<file path="src/rtl/fifo_uart_tx_if.sv">
// fifo_uart_tx_if: FIFO read port (first-word-fall-through) between the FIFO and the UART transmitter
interface fifo_uart_tx_if #(
  parameter int DATA_WIDTH = 8
);
  logic                  rd;
  logic                  empty;
  logic [DATA_WIDTH-1:0] r_data;
  modport master (output rd, input empty, input r_data);
  modport slave (input rd, output empty, output r_data);
endinterface

</file>
<file path="src/rtl/fifo_uart_tx.sv">
// fifo_uart_tx: pops FIFO words and serialises them as UART frames; define PARITY_EN to add an even-parity bit
module fifo_uart_tx #(
  parameter int DATA_WIDTH   = 8,
  parameter int CLKS_PER_BIT = 16,
  parameter int STOP_BITS    = 1
) (
  input  logic                clk,
  input  logic                reset,
  input  logic                tx_en,
  fifo_uart_tx_if.master      fifo,
  output logic                tx,
  output logic                tx_busy
);
  localparam int TW = $clog2(CLKS_PER_BIT);
  localparam int BW = $clog2(DATA_WIDTH);
  localparam logic [TW-1:0] TMAX = TW'(CLKS_PER_BIT - 1);
  localparam logic [BW-1:0] BMAX = BW'(DATA_WIDTH - 1);
  localparam logic [BW-1:0] SMAX = BW'(STOP_BITS - 1);
`ifdef PARITY_EN
  typedef enum logic [2:0] {IDLE, START, DATA, PARITY, STOP} state_t;
  logic par;
`else
  typedef enum logic [1:0] {IDLE, START, DATA, STOP} state_t;
`endif
  state_t                state;
  logic [DATA_WIDTH-1:0] sreg;
  logic [TW-1:0]         tick;
  logic [BW-1:0]         bit_cnt;
  assign fifo.rd = (state == IDLE) & tx_en & ~fifo.empty;
  // Frame sequencer: tick paces each bit, bit_cnt counts data bits and then stop bits
  always_ff @(posedge clk or posedge reset) begin
    if (reset) begin
      state   <= IDLE;
      tx      <= 1'b1;
      tx_busy <= 1'b0;
      sreg    <= '0;
      tick    <= '0;
      bit_cnt <= '0;
`ifdef PARITY_EN
      par     <= 1'b0;
`endif
    end else begin
      tick <= (state == IDLE || tick == TMAX) ? '0 : tick + TW'(1);
      case (state)
        IDLE: if (fifo.rd) begin
          state   <= START;
          sreg    <= fifo.r_data;
          tx      <= 1'b0;
          tx_busy <= 1'b1;
`ifdef PARITY_EN
          par     <= ^fifo.r_data;
`endif
        end
        START: if (tick == TMAX) begin
          state   <= DATA;
          tx      <= sreg[0];
          bit_cnt <= '0;
        end
        DATA: if (tick == TMAX) begin
          if (bit_cnt == BMAX) begin
            bit_cnt <= '0;
`ifdef PARITY_EN
            state   <= PARITY;
            tx      <= par;
`else
            state   <= STOP;
            tx      <= 1'b1;
`endif
          end else begin
            sreg    <= sreg >> 1;
            tx      <= sreg[1];
            bit_cnt <= bit_cnt + BW'(1);
          end
        end
`ifdef PARITY_EN
        PARITY: if (tick == TMAX) begin
          state   <= STOP;
          tx      <= 1'b1;
          bit_cnt <= '0;
        end
`endif
        STOP: if (tick == TMAX) begin
          if (bit_cnt == SMAX) begin
            state   <= IDLE;
            tx_busy <= 1'b0;
            bit_cnt <= '0;
          end else begin
            bit_cnt <= bit_cnt + BW'(1);
          end
        end
        default: state <= IDLE;
      endcase
    end
  end
endmodule

</file>
<file path="src/flat_wrapper.sv">
// flat-port wrapper written by rule: the top's interface ports become plain ports
module fifo_uart_tx_flat 
#(
  parameter int DATA_WIDTH   = 8,
  parameter int CLKS_PER_BIT = 16,
  parameter int STOP_BITS    = 1
)
  (clk, reset, tx_en, tx, tx_busy, fifo_rd, fifo_empty, fifo_r_data);
  fifo_uart_tx_if #(.DATA_WIDTH(DATA_WIDTH)) fifo_i ();
  input  logic clk;
  input  logic reset;
  input  logic tx_en;
  output logic tx;
  output logic tx_busy;
  output wire logic [$bits(fifo_i.rd)-1:0] fifo_rd;
  input wire logic [$bits(fifo_i.empty)-1:0] fifo_empty;
  input wire logic [$bits(fifo_i.r_data)-1:0] fifo_r_data;
  assign fifo_rd = fifo_i.rd;
  assign fifo_i.empty = fifo_empty;
  assign fifo_i.r_data = fifo_r_data;
  fifo_uart_tx #(.DATA_WIDTH(DATA_WIDTH), .CLKS_PER_BIT(CLKS_PER_BIT), .STOP_BITS(STOP_BITS)) u_core (.clk(clk), .reset(reset), .tx_en(tx_en), .fifo(fifo_i), .tx(tx), .tx_busy(tx_busy));
endmodule
</file>
<file path="config.mk">
export PLATFORM = sky130hd
export DESIGN_NAME = fifo_uart_tx_flat
export DESIGN_NICKNAME = d
export VERILOG_FILES = /design/src/rtl/fifo_uart_tx_if.sv /design/src/rtl/fifo_uart_tx.sv /design/src/flat_wrapper.sv
export SDC_FILE = /design/constraint.sdc
export NUM_CORES = 1
export LEC_CHECK = 0
export CAP_MARGIN = 40
export CELL_PAD_IN_SITES_DETAIL_PLACEMENT = 2
export CELL_PAD_IN_SITES_GLOBAL_PLACEMENT = 2
export CORE_MARGIN = 1
export CORE_UTILIZATION = 31
export DETAILED_ROUTE_END_ITERATION = 8
export PLACE_DENSITY = 0.8
export SYNTH_ARGS = -nofsm -noshare
export SYNTH_HDL_FRONTEND = slang
export SYNTH_SLANG_ARGS = --single-unit
</file>
<file path="constraint.sdc">
create_clock -name clk -period 1.8 [get_ports clk]
set_clock_uncertainty 0.15 [all_clocks]
set_input_delay 0.27 -clock clk [delete_from_list [all_inputs] [get_ports clk]]
set_output_delay 0.27 -clock clk [all_outputs]
set_load 0.005 [all_outputs]
</file>
==> results of run 1 <==
final cells by class:
class	count	area, um^2	area share [%]
multi-input cells	75	691	40.1
inverters	9	36.3	2.11
flip-flops and latches	19	477	27.7
well taps	46	57.6	3.34
clock buffers	4	26.3	1.53
repair buffers	49	434	25.2
timing repair:
action,4_1_cts,5_1_grt
gates resized for setup,10,21
pin swaps,5,13
setup buffers,8,6
setup endpoints to repair,15,15
cloned,0,0
cells in the mapped netlist, types with 3 or more instances:
cell	count	area share, %
a21oi_1	6	2.7
dfrtp_1	18	41
ha_1	10	11
inv_1	7	2.4
nand2_1	4	1.4
nand2b_1	3	1.7
nor2_1	7	2.4
o21a_1	7	4.8
o21ai_0	3	1.4
o21ai_1	6	2.7
o32a_1	7	6.4
per-stage QoR:
step                area (um^2)  worst slack [ns]
floorplan                  1120           -0.0150
global placement           1470            -0.168
finish                     1720            -0.271
global route               1720            -0.313
detailed placement         1470            -0.240
CTS                        1590            -0.154
per-layer routing:
metal,vias up,GRT usage [%],part of all wire (%)
li1,487,-,-
met4,0,7.94,2.4
met3,10,2.10,2.6
met1,542,26.0,42
met2,25,42.7,53
met5,-,0,0
placed cells by master (no fill, tap or decap), types with 3 or more instances in the layout:
master and instances:
a21oi_1 5, buf_4 26, buf_6 9, clkbuf_4 3
clkdlybuf4s50_1 12, dfrtp_1 18, ha_1 4, ha_2 3
ha_4 3, inv_1 5, inv_2 3, nand2_1 3
nand2b_1 3, nor2_1 7, o21a_1 7, o21ai_0 3
o21ai_1 5, o32a_1 7
state kept, by name, summed over array words and instances (netlist names):
register        cells
u_core.tick         4
u_core.tx           1
u_core.sreg         8
u_core.bit_cnt      3
u_core.tx_busy      1
u_core.state        2
worst max-delay path: stages, from the launching register on:
cell and delay, ns:
dfrtp_1 0.45, inv_2 0.08, buf_4 0.15, ha_2 0.18, or3_4 0.42, a21oi_4 0.17, buf_6 0.14, o211ai_1 0.11
o21ai_1 0.14
final timing paths:
path	start	end	cells past startpoint	slack, ns
setup / recovery	u_core.state[1]$_DFFE_PP0P_	u_core.bit_cnt[1]$_DFFE_PP0P_	8	-0.27
hold / removal	reset	u_core.sreg[5]$_DFFE_PP0P_	3	0.14
setup reg to reg	u_core.state[1]$_DFFE_PP0P_	u_core.bit_cnt[1]$_DFFE_PP0P_	8	-0.27
hold reg to reg	u_core.sreg[0]$_DFFE_PP0P_	u_core.sreg[0]$_DFFE_PP0P_	1	0.36
max in group asynchronous	reset	u_core.tx$_DFFE_PP1P_	3	1.09
min in group clk	u_core.sreg[0]$_DFFE_PP0P_	u_core.sreg[0]$_DFFE_PP0P_	1	0.36
report_power, final:
part	switching, mW	internal (mW)
Clock	0.141	0.0866
Combinational	0.0174	0.0251
Sequential	0	0.427
cell families after synthesis:
logic type,after synthesis
and+or+nand+nor,25
buffers and inverters,11
adders and majority gates,10
AOI/OAI and AO/OA,36
muxes,3
xor gates and xnor gates,1
DFF,19
==> out/metrics.yaml, run 1 <==
global_route:
  grt_max_degree: 20
  grt_use_total_pct: 22.5
  grt_pass1_vias: 1160
  grt_pass1_wl_um: 5950
  antenna_found_initial: 0
  overflow: 0
power_and_ir_drop:
  total_power_mw: 0.697
  peakVddDrop_mv: 0.321
  powerDensity_mw_per_mm2: 405
  leakagePower_nw: 0.770
placed_design:
  dp_hpwl_um: 2520
  numPortBuffers: 14
  routabilityCongestion: 0.743
  dp_cells: 185
synthesis:
  ys_types: 33
  postSynthNetCount: 127
  synth_edf_count: 0
  ys_ff_latch: 19
  synthArstFlopShare_pct: 100
  ys_warn_count: 0
  synth-simple-area-share_pct: 12.4
  synth_fa_ha_area_share_pct: 11.4
  syn_inst: 105
  synth_top_family_by_area: "compound AO/OA/AOI/OAI gates"
  synth_area_per_cell_um2: 10.5
  syn-cell-area_mm2: 0.00110
  synth_xor_area_share_pct: 0.795
  synth-seq-area-share_pct: 43.2
  synth_compound_area_share_pct: 24.5
  muxShareOfSynthArea_pct: 3.29
  synth_flop_cell: "dfrtp_1"
final_layout:
  syn_to_final_growth_pct: 56.2
  fillCellCount: 363
  fin_cells: 202
  num_antenna_cells: 0
  fin_nets: 179
  final_util_pct: 51.2
  drive_gt1_share_pct: 41.0
critical_path:
  critPathArrivalTime_ns: 2.15
  crit_type: "reg2reg"
  crit_fanout: 4
  required_ns: 1.88
  cp-end-kind: "register"
  startpoint_type: "register"
floorplan:
  die-area_mm2: 0.00380
  placementRows: 21
  start_util_pct: 32.8
  die_w_um: 61.6
  die_h_um: 61.6
  io_pins: 15
  core_mm2: 0.00336
timing:
  finalSetupTns_ns: -1.28
  fmax_ghz: 0.483
  period_needed_ns: 2.07
  slew_violations: 0
  relSlewSlack_pct: 77.5
  rsz0062_at_grt: "true"
  holdWs_ns: 0.139
  max_slew.worst_pin.slew_ns: 0.336
  finalHoldViolCount: 0
  fin_crit_sh_pct: 115
  worst_slack_ns: -0.271
  setup_viol: 13
routing:
  drc_errors: 0
  wl_per_cell_um: 22.6
  vias: 1064
  wirelength_um: 4560
  ant_nets: 0
  drt_iter0_markers: 34
  first_pass_iters: 4
  avgViaCountPerCell: 5.27
job:
  maxCapViolations: 0
clocking:
  holdBufCountCts: 0
  cts_tree: "done"
  clock-sinks: 19
  cts_root_buf: "clkbuf_4"
  insertion_delay_ns: 0.31
  clockBufferDepth: 2
  cts_max_level: 1
  clk_pin_slew_ns: 0.11
  cts_buffers: 3
min_path:
  worst_hold_path_type: "in2async"
status:
  violations: "negative setup slack"
  status: "finished, violations left"
Power figures use the tool's default switching activity.
==> run 2: changes to the inputs <==
SETUP_SLACK_MARGIN = 0.4   (was unset)
==> out/metrics.yaml, run 2 (synthesis gave the netlist of run 1 again) <==
final_layout:
  layout_commonest_cell: "buf_4"  # unchanged
  fin_cells: 207  # was 202
  fillCellCount: 341  # was 363
  num_antenna_cells: 0  # unchanged
  top_register: "u_core.sreg"  # unchanged
  final_util_pct: 55.1  # was 51.2%
  largestRegisters: "u_core.sreg x8, u_core.tick x4, u_core.bit_cnt x3"  # unchanged
  fin_area_mm2: 0.00185  # was 0.00172 mm^2
  drive_gt1_share_pct: 52.2  # was 41.0%
  largest_register_ffs: 8  # unchanged
  fin_nets: 184  # was 179
  layout_common_cells: "buf_4, dfrtp_1, buf_6, clkdlybuf4s50_1"  # was buf_4, dfrtp_1, clkdlybuf4s50_1, buf_6
  syn_to_final_growth_pct: 68.2  # was 56.2%
clocking:
  insertion_delay_ns: 0.32  # was 0.31 ns
  cts_root_buf: "clkbuf_4"  # unchanged
  clockBufferDepth: 2  # unchanged
  clock-sinks: 19  # unchanged
  cts_tree: "done"  # unchanged
  holdBufCountCts: 0  # unchanged
  clk_pin_slew_ns: 0.13  # was 0.11 ns
  cts_buffers: 3  # unchanged
  cts_max_level: 1  # unchanged
critical_path:
  reg2reg_from: "u_core.state[0]$_DFFE_PP0P_"  # was u_core.state[1]$_DFFE_PP0P_
  crit_fanout: 2  # was 4
  critPathArrivalTime_ns: 2.08  # was 2.15 ns
  worstSetupStartpoint: "u_core.state[0]$_DFFE_PP0P_"  # was u_core.state[1]$_DFFE_PP0P_
  crit_type: "reg2reg"  # unchanged
  startpoint_type: "register"  # unchanged
  required_ns: 1.86  # was 1.88 ns
  cp-end-kind: "register"  # unchanged
timing:
  period_needed_ns: 2.02  # was 2.07 ns
  worst_slack_ns: -0.223  # was -0.271 ns
  fmax_ghz: 0.494  # was 0.483 GHz
  setup_viol: 13  # unchanged
  fin_crit_sh_pct: 112  # was 115%
  slew_violations: 0  # unchanged
  finalHoldViolCount: 0  # unchanged
  max_slew.worst_pin.slew_ns: 0.363  # was 0.336 ns
  rsz0062_at_grt: "true"  # unchanged
  relSlewSlack_pct: 75.8  # was 77.5%
global_route:
  grt_pass1_vias: 1233  # was 1160
  grt_pass1_wl_um: 6580  # was 5950 um
  antenna_found_initial: 0  # unchanged
  grt_use_total_pct: 25.3  # was 22.5%
  grt_max_degree: 20  # unchanged
  overflow: 0  # unchanged
routing:
  drc_errors: 0  # unchanged
  ant_nets: 0  # unchanged
  wirelength_um: 4830  # was 4560 um
  wl_per_cell_um: 23.4  # was 22.6 um
  first_pass_iters: 4  # unchanged
  avgViaCountPerCell: 5.33  # was 5.27
  drt_iter0_markers: 11  # was 34
  vias: 1103  # was 1064
floorplan:
  io_pins: 15  # unchanged
  start_util_pct: 32.8  # unchanged
  core_mm2: 0.00336  # unchanged
  die_w_um: 61.6  # unchanged
  die_h_um: 61.6  # unchanged
  placementRows: 21  # unchanged
  die-area_mm2: 0.00380  # unchanged
power_and_ir_drop:
  leakagePower_nw: 0.824  # was 0.770 nW
  total_power_mw: 0.713  # was 0.697 mW
  peakVddDrop_mv: 0.225  # was 0.321 mV
  powerDensity_mw_per_mm2: 385  # was 405 mW/mm^2
min_path:
  worst_hold_path_type: "in2async"  # unchanged
status:
  status: "finished, violations left"  # unchanged
  violations: "negative setup slack"  # unchanged
placed_design:
  dp_cells: 182  # was 185
  pre_cts_ws_ns: -0.234  # was -0.240 ns
  placed_area_mm2: 0.00145  # was 0.00147 mm^2
  routabilityCongestion: 0.681  # was 0.743
  dp_hpwl_um: 2330  # was 2520 um
  numPortBuffers: 14  # unchanged
job:
  maxCapViolations: 0  # unchanged
[run 2: cell count changes in the layout (fill, tap and decap cells not counted), sizes merged]
cell and change:
clkbuf -1, buf +6, clkinv +1, clkdlybuf4s50 -1, dlymetal6s2s -1, clkdlybuf4s15 +1
[run 2: path summary, 6_finish.rpt]
check                                         endpoint  slack [ns]  depth (start not counted)
min reg2reg                 u_core.sreg[5]$_DFFE_PP0P_        0.38                          1
max reg2reg                u_core.state[1]$_DFFE_PP0P_       -0.22                          8
max                        u_core.state[1]$_DFFE_PP0P_       -0.22                          8
min in group clk            u_core.sreg[5]$_DFFE_PP0P_        0.38                          1
max in group asynchronous        u_core.tx$_DFFE_PP1P_        1.09                          3
min                         u_core.sreg[6]$_DFFE_PP0P_        0.13                          3
[run 2: timing repair]
action	4_1_cts	5_1_grt
gates cloned	0	1
pin swaps	9	17
resized for setup	36	23
setup buffers	12	8
hold endpoints to repair	0	0
setup endpoints to repair	19	22
[run 2: area by class of cell]
cell class | instances | area (um^2) | share of cell area (%)
well taps | 46 | 57.6 | 3.10
flip-flops and latches | 19 | 478 | 25.8
clock buffers | 3 | 22.5 | 1.21
clock inverters | 1 | 5.00 | 0.270
multi-input cells | 75 | 742 | 40.0
repair buffers | 54 | 510 | 27.5
inverters | 9 | 38.8 | 2.09
[run 2: worst max-delay path: stages, from the launching register on]
cell and delay (ns):
dfrtp_1 0.41, inv_2 0.07, buf_6 0.12, buf_6 0.11, ha_4 0.16, or3_4 0.39
nand2_2 0.08, nand3_2 0.10, mux2_4 0.33
[run 2: routing by layer]
layer | vias to the layer above | routed length, um | GRT usage [%] | part of all wire (%)
li1 | 490 | - | - | -
met3 | 14 | 177 | 2.31 | 3.7
met4 | 0 | 175 | 6.67 | 3.6
met1 | 564 | 2040 | 31.2 | 42
met2 | 35 | 2450 | 46.9 | 51
met5 | - | 0 | 0 | 0
[run 2: stage by stage]
step / TNS [ns] / hold WS, ns
4_1_cts: -0.611 / 0.141
5_1_grt: -2.19 / 0.188
3_5_place_dp: -2.21 / 0.340
2_1_floorplan: -0.0150 / 0.0704
3_3_place_gp: -1.17 / 0.324
6_report: -1.50 / 0.134
[run 2: where the power goes]
part | internal (mW) | switching (mW) | leakage (nW)
sequential | 0.427 | 0 | 0.247
combinational | 0.0265 | 0.0193 | 0.559
clock | 0.0832 | 0.158 | 0.0177
==> run 3: changes to the inputs <==
==> constraint.sdc (replaced) <==
create_clock -name clk -period 1.8 [get_ports clk]
set_clock_uncertainty 0.15 [all_clocks]
set_input_delay 0.18 -clock clk [delete_from_list [all_inputs] [get_ports clk]]
set_output_delay 0.18 -clock clk [all_outputs]
set_load 0.005 [all_outputs]
==> out/metrics.yaml, run 3 (synthesis gave the netlist of run 1 again) <==
routing:
  wirelength_um: 5460  # was 4830 um
  first_pass_iters: 4  # unchanged
  wl_per_cell_um: 26.8  # was 23.4 um
  ant_nets: 0  # unchanged
  drt_iter0_markers: 41  # was 11
  drc_errors: 0  # unchanged
  avgViaCountPerCell: 5.34  # was 5.33
  vias: 1090  # was 1103
final_layout:
  num_antenna_cells: 0  # unchanged
  fillCellCount: 328  # was 341
  syn_to_final_growth_pct: 69.8  # was 68.2%
  layout_common_cells: "buf_4, dfrtp_1, buf_6, clkdlybuf4s50_1"  # unchanged
  fin_cells: 204  # was 207
  layout_commonest_cell: "buf_4"  # unchanged
  top_register: "u_core.sreg"  # unchanged
  largest_register_ffs: 8  # unchanged
  drive_gt1_share_pct: 52.5  # was 52.2%
  largestRegisters: "u_core.sreg x8, u_core.tick x4, u_core.bit_cnt x3"  # unchanged
  fin_nets: 181  # was 184
timing:
  rsz0062_at_grt: "true"  # unchanged
  relSlewSlack_pct: 72.5  # was 75.8%
  finalHoldViolCount: 0  # unchanged
  fin_crit_sh_pct: 109  # was 112%
  worst_slack_ns: -0.170  # was -0.223 ns
  period_needed_ns: 1.97  # was 2.02 ns
  max_slew.worst_pin.slew_ns: 0.411  # was 0.363 ns
  setup_viol: 15  # was 13
  slew_violations: 0  # unchanged
  fmax_ghz: 0.508  # was 0.494 GHz
  holdWs_ns: 0.0596  # was 0.134 ns
global_route:
  overflow: 0  # unchanged
  grt_use_total_pct: 26.5  # was 25.3%
  grt_max_degree: 20  # unchanged
  grt_pass1_vias: 1270  # was 1233
  antenna_found_initial: 0  # unchanged
  grt_pass1_wl_um: 6840  # was 6580 um
clocking:
  holdBufCountCts: 0  # unchanged
  clock-sinks: 19  # unchanged
  cts_max_level: 1  # unchanged
  cts_root_buf: "clkbuf_4"  # unchanged
  cts_buffers: 3  # unchanged
  clk_pin_slew_ns: 0.13  # about the same
  cts_tree: "done"  # unchanged
  insertion_delay_ns: 0.34  # was 0.32 ns
  clockBufferDepth: 2  # unchanged
power_and_ir_drop:
  total_power_mw: 0.731  # was 0.713 mW
  leakagePower_nw: 0.789  # was 0.824 nW
  powerDensity_mw_per_mm2: 391  # was 385 mW/mm^2
  peakVddDrop_mv: 0.337  # was 0.225 mV
critical_path:
  critPathArrivalTime_ns: 2.05  # was 2.08 ns
  cp_top_family: "compound AO/OA/AOI/OAI gates"  # was simple AND/OR/NAND/NOR gates
  critPathBufInv: 4  # was 3
  r2r_end: "u_core.sreg[4]$_DFFE_PP0P_"  # was u_core.state[1]$_DFFE_PP0P_
  rr_worst_depth: 8  # unchanged
  slowest_stage: "dfrtp_1"  # unchanged
  cpPeakStageDelay_ns: 0.45  # was 0.41 ns
  cp-end-kind: "register"  # unchanged
  crit_type: "reg2reg"  # unchanged
  worstSetupStartpoint: "u_core.state[0]$_DFFE_PP0P_"  # unchanged
  crit_fanout: 8  # was 2
  required_ns: 1.88  # was 1.86 ns
  startpoint_type: "register"  # unchanged
  ff2ff_setup_slack_ns: -0.17  # was -0.22 ns
  path_cells: "inv_2 -> buf_6 -> ha_4 -> buf_12 -> nand2_8 -> buf_4 -> o32a_1 -> o21a_1"  # was inv_2 -> buf_6 -> buf_6 -> ha_4 -> or3_4 -> nand2_2 -> nand3_2 -> mux2_4
  reg2reg_from: "u_core.state[0]$_DFFE_PP0P_"  # unchanged
placed_design:
  numPortBuffers: 14  # unchanged
  dp_cells: 183  # was 182
  routabilityCongestion: 0.728  # was 0.681
  dp_hpwl_um: 2350  # was 2330 um
floorplan:
  placementRows: 21  # unchanged
  io_pins: 15  # unchanged
  die-area_mm2: 0.00380  # unchanged
  die_w_um: 61.6  # unchanged
  core_mm2: 0.00336  # unchanged
  start_util_pct: 32.8  # unchanged
  die_h_um: 61.6  # unchanged
status:
  status: "finished, violations left"  # unchanged
  violations: "negative setup slack"  # unchanged
job:
  maxCapViolations: 0  # unchanged
min_path:
  worst_hold_path_type: "in2async"  # unchanged
## run 3: cell count changes in the layout (fill, tap and decap cells not counted), moves of 2 or more
cell and change:
buf_4 -4, nand2_2 -3, a21oi_1 -2, a21oi_2 +2, inv_4 +2, nand2_1 +2
## run 3: worst max-delay path by stage
stage          depth (start not counted)                            end  slack, ns
2_1_floorplan                          6  u_core.bit_cnt[0]$_DFFE_PP0P_      -0.02
3_3_place_gp                           5                        fifo_rd      -0.07
3_5_place_dp                           6    u_core.state[1]$_DFFE_PP0P_      -0.11
4_1_cts                                6    u_core.state[1]$_DFFE_PP0P_      -0.03
5_1_grt                                9     u_core.sreg[4]$_DFFE_PP0P_      -0.19
6_report                               8     u_core.sreg[4]$_DFFE_PP0P_      -0.17
## run 3: metrics by stage
step / TNS (ns) / setup slack (ns) / util, % / cell area [um^2]
2_1_floorplan: -0.0150 / -0.0150 / - / 1130
6_report: -1.61 / -0.170 / 55.7 / 1870
3_5_place_dp: -0.778 / -0.110 / 43.4 / 1460
3_3_place_gp: -0.148 / -0.0672 / 43.4 / 1460
5_1_grt: -2.01 / -0.195 / 55.7 / 1870
4_1_cts: -0.114 / -0.0336 / 50.6 / 1700
## run 3: layout make-up
cell class	instances	area [um^2]	share of cell area, %
multi-input cells	75	779	41.6
repair buffers	51	485	25.9
well taps	46	57.6	3.07
clock buffers	3	22.5	1.20
inverters	9	43.8	2.34
flip-flops and latches	19	478	25.5
clock inverters	1	5.00	0.267
## run 3: worst reg2reg max path: cells and delay by family, from the launching register on
kind            cells  cell delay, ns
buf+inv             4            0.53
compound gates      2            0.53
flops               1            0.45
fa+ha+maj           1            0.16
simple gates        1            0.05
## run 3: what timing repair did
action,4_1_cts,5_1_grt
endpoints found under the hold margin,0,0
buffers inserted,11,6
resized for setup,42,24
pin swaps,15,17
setup endpoints to repair,20,20
## run 3: power breakdown
part	switching (mW)	internal, mW
combinational	0.0204	0.0259
sequential	0	0.427
clock	0.174	0.0839
## run 3: routing by layer
layer / vias to the layer above / GRT usage [%] / share of wire, % / routed length (um)
met4: 0 / 12.1 / 2.8 / 153
met1: 563 / 30.0 / 41 / 2260
met5: - / 0 / 0 / 0
met3: 13 / 3.99 / 2.7 / 148
li1: 487 / - / - / -
met2: 27 / 48.5 / 53 / 2890
==> RTL change 1, RTL diff (flow settings as in run 1) <==
Build with the macro `PARITY_EN` defined.
--- a/src/rtl/fifo_uart_tx.sv
+++ b/src/rtl/fifo_uart_tx.sv
@@ -1,3 +1,5 @@
 // fifo_uart_tx: pops FIFO words and serialises them as UART frames; define PARITY_EN to add an even-parity bit
+`define PARITY_EN
+
 module fifo_uart_tx #(
   parameter int DATA_WIDTH   = 8,
Behaviour: same outputs for any inputs over 10 cycles, from zero or initial values and one cycle with reset high; that may be too few to reach the edited logic, so the function may still have changed.
==> RTL change 1 against run 1 <==
The flow finishes with violations (DRC); non-clock buffer count shrank 19; cell area fell by 3.2%; synthesized area rose by 17%; routed wire length decreased by 23%; sequential cell count increased by 2; worst setup slack better by 280 ps; utilization decreased by 9.5 points.
Power is left out: it rests on default switching activity, and per cell area and clock period it moved more than threefold.
==> RTL change 1: results (changes against run 1) <==
via count 990 (-7.0%); slowest CP cell dfrtp_1; outcome finished, violations left; WL/cell 18.2 µm (-19%); global-route wire length before repair 5.55 mm (-6.8%); RD Place Congestion 0.727 (-2.1%); clk root buf clkbuf_8; Placed Area 1520 µm² (+3.3%); CP arrival 1840 ps (-310 ps); CTS max path bufs 2 (unchanged); Worst Reg-to-Reg Cells 6 (-2); Final HPWL DP 2.37 mm (-6.0%); vias in the first global route 1114 (-4.0%); Syn Nets 130 (+2.4%); met3 wire len 92 µm (-22%); post-CTS sizing 6 (-4); DRC viols 2 (+2); Initial DRC Count 38 (+12%); met2 WL 1.87 mm (-22%); gr usage total 17.3% (-5.2 points); top cells by area, synth dfrtp_1 (39%), mux2_4 (9.3%), mux2_2 (7.0%), xnor2_1 (6.1%), ha_1 (3.9%); Mapped Cells 114 (+8.6%); Synth cell types 40 (+21%); main flop type after synthesis dfrtp_1; clk slew on worst S/H paths 80 ps (-30 ps); Finished Layout Cells 192 (-5.0%); Pre-antenna DRT Iters 6 (+2); total negative slack 0 ps (+1280 ps); slowest cell delay on critical path between 400 and 500 ps; clock latency on the worst-skew pair 260 ps (-50 ps); failing checks DRC; layout cells sized above 1 38.0% (-3.0 points); Antenna Cells 0 (unchanged); largest net degree at the start of global routing 22 (+10%); pre-CTS WS -147 ps (+92.6 ps); commonest cells in the synthesized netlist dfrtp_1 (20), nor2_1 (10), xnor2_1 (9), mux2_2 (8), mux2_4 (8); Met1 Routed Length 1.42 mm (-26%); normalized max-slew margin 80.4% (+2.8 points); Initial Util 32.3% (-0.46 points); Placed Cells 183 (-1.1%); nets 159 (-11%); # Post-CTS Setup Buffers 2 (-6); biggest regs u_core.sreg (8), u_core.tick (4); Seq/Total Area, Yosys 40.8% (-2.5 points)
RTL change 1: changes by cell type in the layout (fill, tap and decap cells not counted), moves of 7 or more:
cell	run 1	this run
mux2_2	0	8
xnor2_1	1	9
o32a_1	7	0
buf_4	26	14
buf_6	9	1
o21a_1	7	0
RTL change 1: worst paths after layout:
kind,from,to,slack [ps]
worst min register to register,u_core.sreg[7],u_core.sreg[7],360
worst min-delay path,reset,u_core.state[0],240
max in group asynchronous,reset,u_core.tx,990
worst max-delay path,u_core.bit_cnt[0],u_core.tx,6
min in group clk,u_core.sreg[7],u_core.sreg[7],360
worst max register to register,u_core.bit_cnt[0],u_core.tx,6
RTL change 1: logic make-up after synthesis:
| kind of cell | count (synthesis) | share of synthesized area [%] |
|---|---|---|
| AOI/OAI and AO/OA | 21 | 11.8 |
| buffers and inverters | 11 | 5.90 |
| muxes | 16 | 16.3 |
| adders and majority gates | 4 | 3.87 |
| and+or+nand+nor | 32 | 15.3 |
| DFF | 21 | 40.8 |
| xor gates and xnor gates | 9 | 6.10 |
RTL change 1: cell type report:
cell class	instances	area, µm²
Fill cell	417	2330
Multi-Input combinational cell	82	741
Sequential cell	21	527
Timing Repair Buffer	30	272
Tap cell	50	62.6
Clock buffer	3	41.3
Inverter	5	18.8
Clock inverter	1	5.00
RTL change 1: metal layers:
| metal | GRT usage, % | vias up |
|---|---|---|
| met3 | 3.25 | 10 |
| met2 | 31.2 | 23 |
| li1 | - | 457 |
| met4 | 6.91 | 0 |
| met5 | 0 | - |
| met1 | 19.8 | 500 |
RTL change 1: critical path, delay by kind of cell, from the launching register on:
kind	cells	cell delay, ps
AO/OA/AOI/OAI	2	380
adder cells (fa/ha/maj)	2	340
flip-flops	1	440
multiplexers	1	350
AND/OR/NAND/NOR	1	80
==> RTL change 2, RTL diff (settings of run 1) <==
Made on the original files. Re-encode `state_t` (4 states) as one-hot, 4 bits wide.
--- a/src/rtl/fifo_uart_tx.sv
+++ b/src/rtl/fifo_uart_tx.sv
@@ -21,5 +21,5 @@
   logic par;
 `else
-  typedef enum logic [1:0] {IDLE, START, DATA, STOP} state_t;
+  typedef enum logic [3:0] {IDLE = 4'b0001, START = 4'b0010, DATA = 4'b0100, STOP = 4'b1000} state_t;
 `endif
   state_t                state;
Function: same outputs for any inputs over 10 cycles, from zero or initial values and one cycle with reset high; not proved beyond that.
==> RTL change 2 against run 1 <==
The flow still finishes with violations (setup timing); die area is 13% higher; worst setup slack got worse by 83 ps; maximum frequency decreased by 3.8%; synthesized cell count up 21%; critical path depth decreased by 3; non-clock buffer count grew 2; cell area increased by 8.0%; synthesized area increased by 13%; routed wire length rose by 16%; global-route usage grew 1.8 points; sequential share of layout area up 0.71 points; sequential cell count is 2 higher; critical endpoint is now u_core.state[2]; largest cell class unchanged.
Power is left out: it rests on default switching activity, and per cell area and clock period it moved more than threefold.
==> RTL change 2: results (changes against run 1) <==
clk root buf clkbuf_8; Hold Crit Class input port to asynchronous set/reset pin; clock latency on the worst-skew pair 260 ps (-50 ps); CTS max path bufs 2 (unchanged); Async S/R FF share, synth 100% (unchanged); Synth cell types 36 (+9.1%); fill count 397 (+9.4%); Inserted Clock Buffers 3 (unchanged); Placed Area 1600 µm² (+8.5%); met3 wire len 109 µm (-7.6%); Initial DRC Count 57 (+68%); Setup Viol. Count Final 17 (+4); nets 191 (+6.7%); main flop type after synthesis dfrtp_1; Via density 5.33 (+1.3%); RD Place Congestion 0.806 (+8.5%); met2 WL 2.79 mm (+15%); routed wire length 5.29 mm (+16%); Mapped Cells 127 (+21%); Placed Cells 205 (+11%); Met1 Routed Length 2.26 mm (+18%); Seq/Total Area, Yosys 42.4% (-0.83 points); vias in the first global route 1340 (+16%); CP arrival 2150 ps (about the same); outcome finished, violations left; PortBufs 14 (unchanged); via count 1184 (+11%); setup ws final -354 ps (-82.8 ps); Antenna Cells 0 (unchanged); normalized max-slew margin 70.7% (-6.9 points); Syn Nets 143 (+13%); Max H-tree Level 1 (unchanged); CP Max Fanout 3 (-1); biggest regs u_core.sreg (8), u_core.state (4), u_core.tick (4); Pre-antenna DRT Iters 4 (unchanged); global-route wire length before repair 7.39 mm (+24%); layout cells sized above 1 37.4% (-3.7 points); largest net degree at the start of global routing 22 (+10%); clk slew on worst S/H paths 80 ps (-30 ps); commonest cells in the synthesized netlist nand2_1 (30), dfrtp_1 (19), mux2_4 (7), nor2_1 (7), o21ai_0 (5); top cells by area, synth dfrtp_1 (38%), nand2_1 (9.0%), mux2_4 (8.4%), dfstp_2 (4.2%), ha_1 (4.0%); uppermost routed layer met4; initial antenna violation count 0 (unchanged); Syn. warnings 0 (unchanged); Final HPWL DP 2.90 mm (+15%); gr usage total 24.3% (+1.8 points); failing checks setup timing
-- RTL change 2: changes by cell type in the layout (fill, tap and decap cells not counted), moves of 4 or more --
| cell | run 1 | this run |
|---|---|---|
| mux2_4 | 2 | 8 |
| o32a_1 | 7 | 1 |
| o21a_1 | 7 | 0 |
| nand2_1 | 3 | 30 |
| o21ai_1 | 5 | 1 |
| xor2_1 | 0 | 4 |
-- RTL change 2: cell type report --
class | instances | area [µm²] | area share [%]
Clock buffer | 4 | 45.0 | 2.42
Inverter | 4 | 15.0 | 0.808
Multi-Input combinational cell | 94 | 753 | 40.5
Sequential cell | 21 | 528 | 28.4
Tap cell | 48 | 60.1 | 3.23
Timing Repair Buffer | 51 | 458 | 24.6
-- RTL change 2: routing by layer --
metal	global-route usage [%]	vias to the layer above
li1	-	537
met1	28.2	619
met2	46.0	18
met3	2.78	10
met4	7.34	0
met5	0	-
-- RTL change 2: repair_timing --
action,in CTS,in global routing
setup endpoints to repair,16,16
hold buffers,0,0
gates resized for setup,19,13
hold endpoints to repair,0,0
pin swaps,6,8
buffers inserted,10,8
-- RTL change 2: cells by family (layout without fill, tap and decap cells) --
family                   after synthesis  count (layout)  synth area share (%)
XOR/XNOR                               4               4                  2.81
multiplexers                           8               8                  9.35
flip-flops                            21              21                  42.4
adder cells (fa/ha/maj)                4               4                  4.02
buffers and inverters                 12              59                  4.02
AO/OA/AOI/OAI                         22              22                  13.1
AND/OR/NAND/NOR                       56              56                  24.3
-- RTL change 2: critical path: stages (launching register included) --
cell and delay [ps]:
dfrtp_1 400, buf_6 130, or4b_4 590, o22a_1 260, nand3b_1 170, mux2_4 330
-- RTL change 2: path summary, 6_finish.rpt --
path / from / to / slack, ps / cells after the start
worst min register to register: u_core.tx_busy / u_core.tx_busy / 360 / 1
worst min-delay path: reset / u_core.sreg[4] / 190 / 3
worst max-delay path: u_core.state[1] / u_core.state[2] / -350 / 5
min in group clk: u_core.tx_busy / u_core.tx_busy / 360 / 1
max in group asynchronous: reset / u_core.state[0] / 1030 / 3
worst max register to register: u_core.state[1] / u_core.state[2] / -350 / 5
-- RTL change 2: stage by stage --
step	worst slack [ps]	hold slack, ps	TNS (ps)
CTS	-302	200	-3440
floorplan	-282	95.0	-2540
finish	-354	193	-3770
global placement	-369	298	-3380
detailed placement	-378	318	-4130
global route	-387	224	-4470
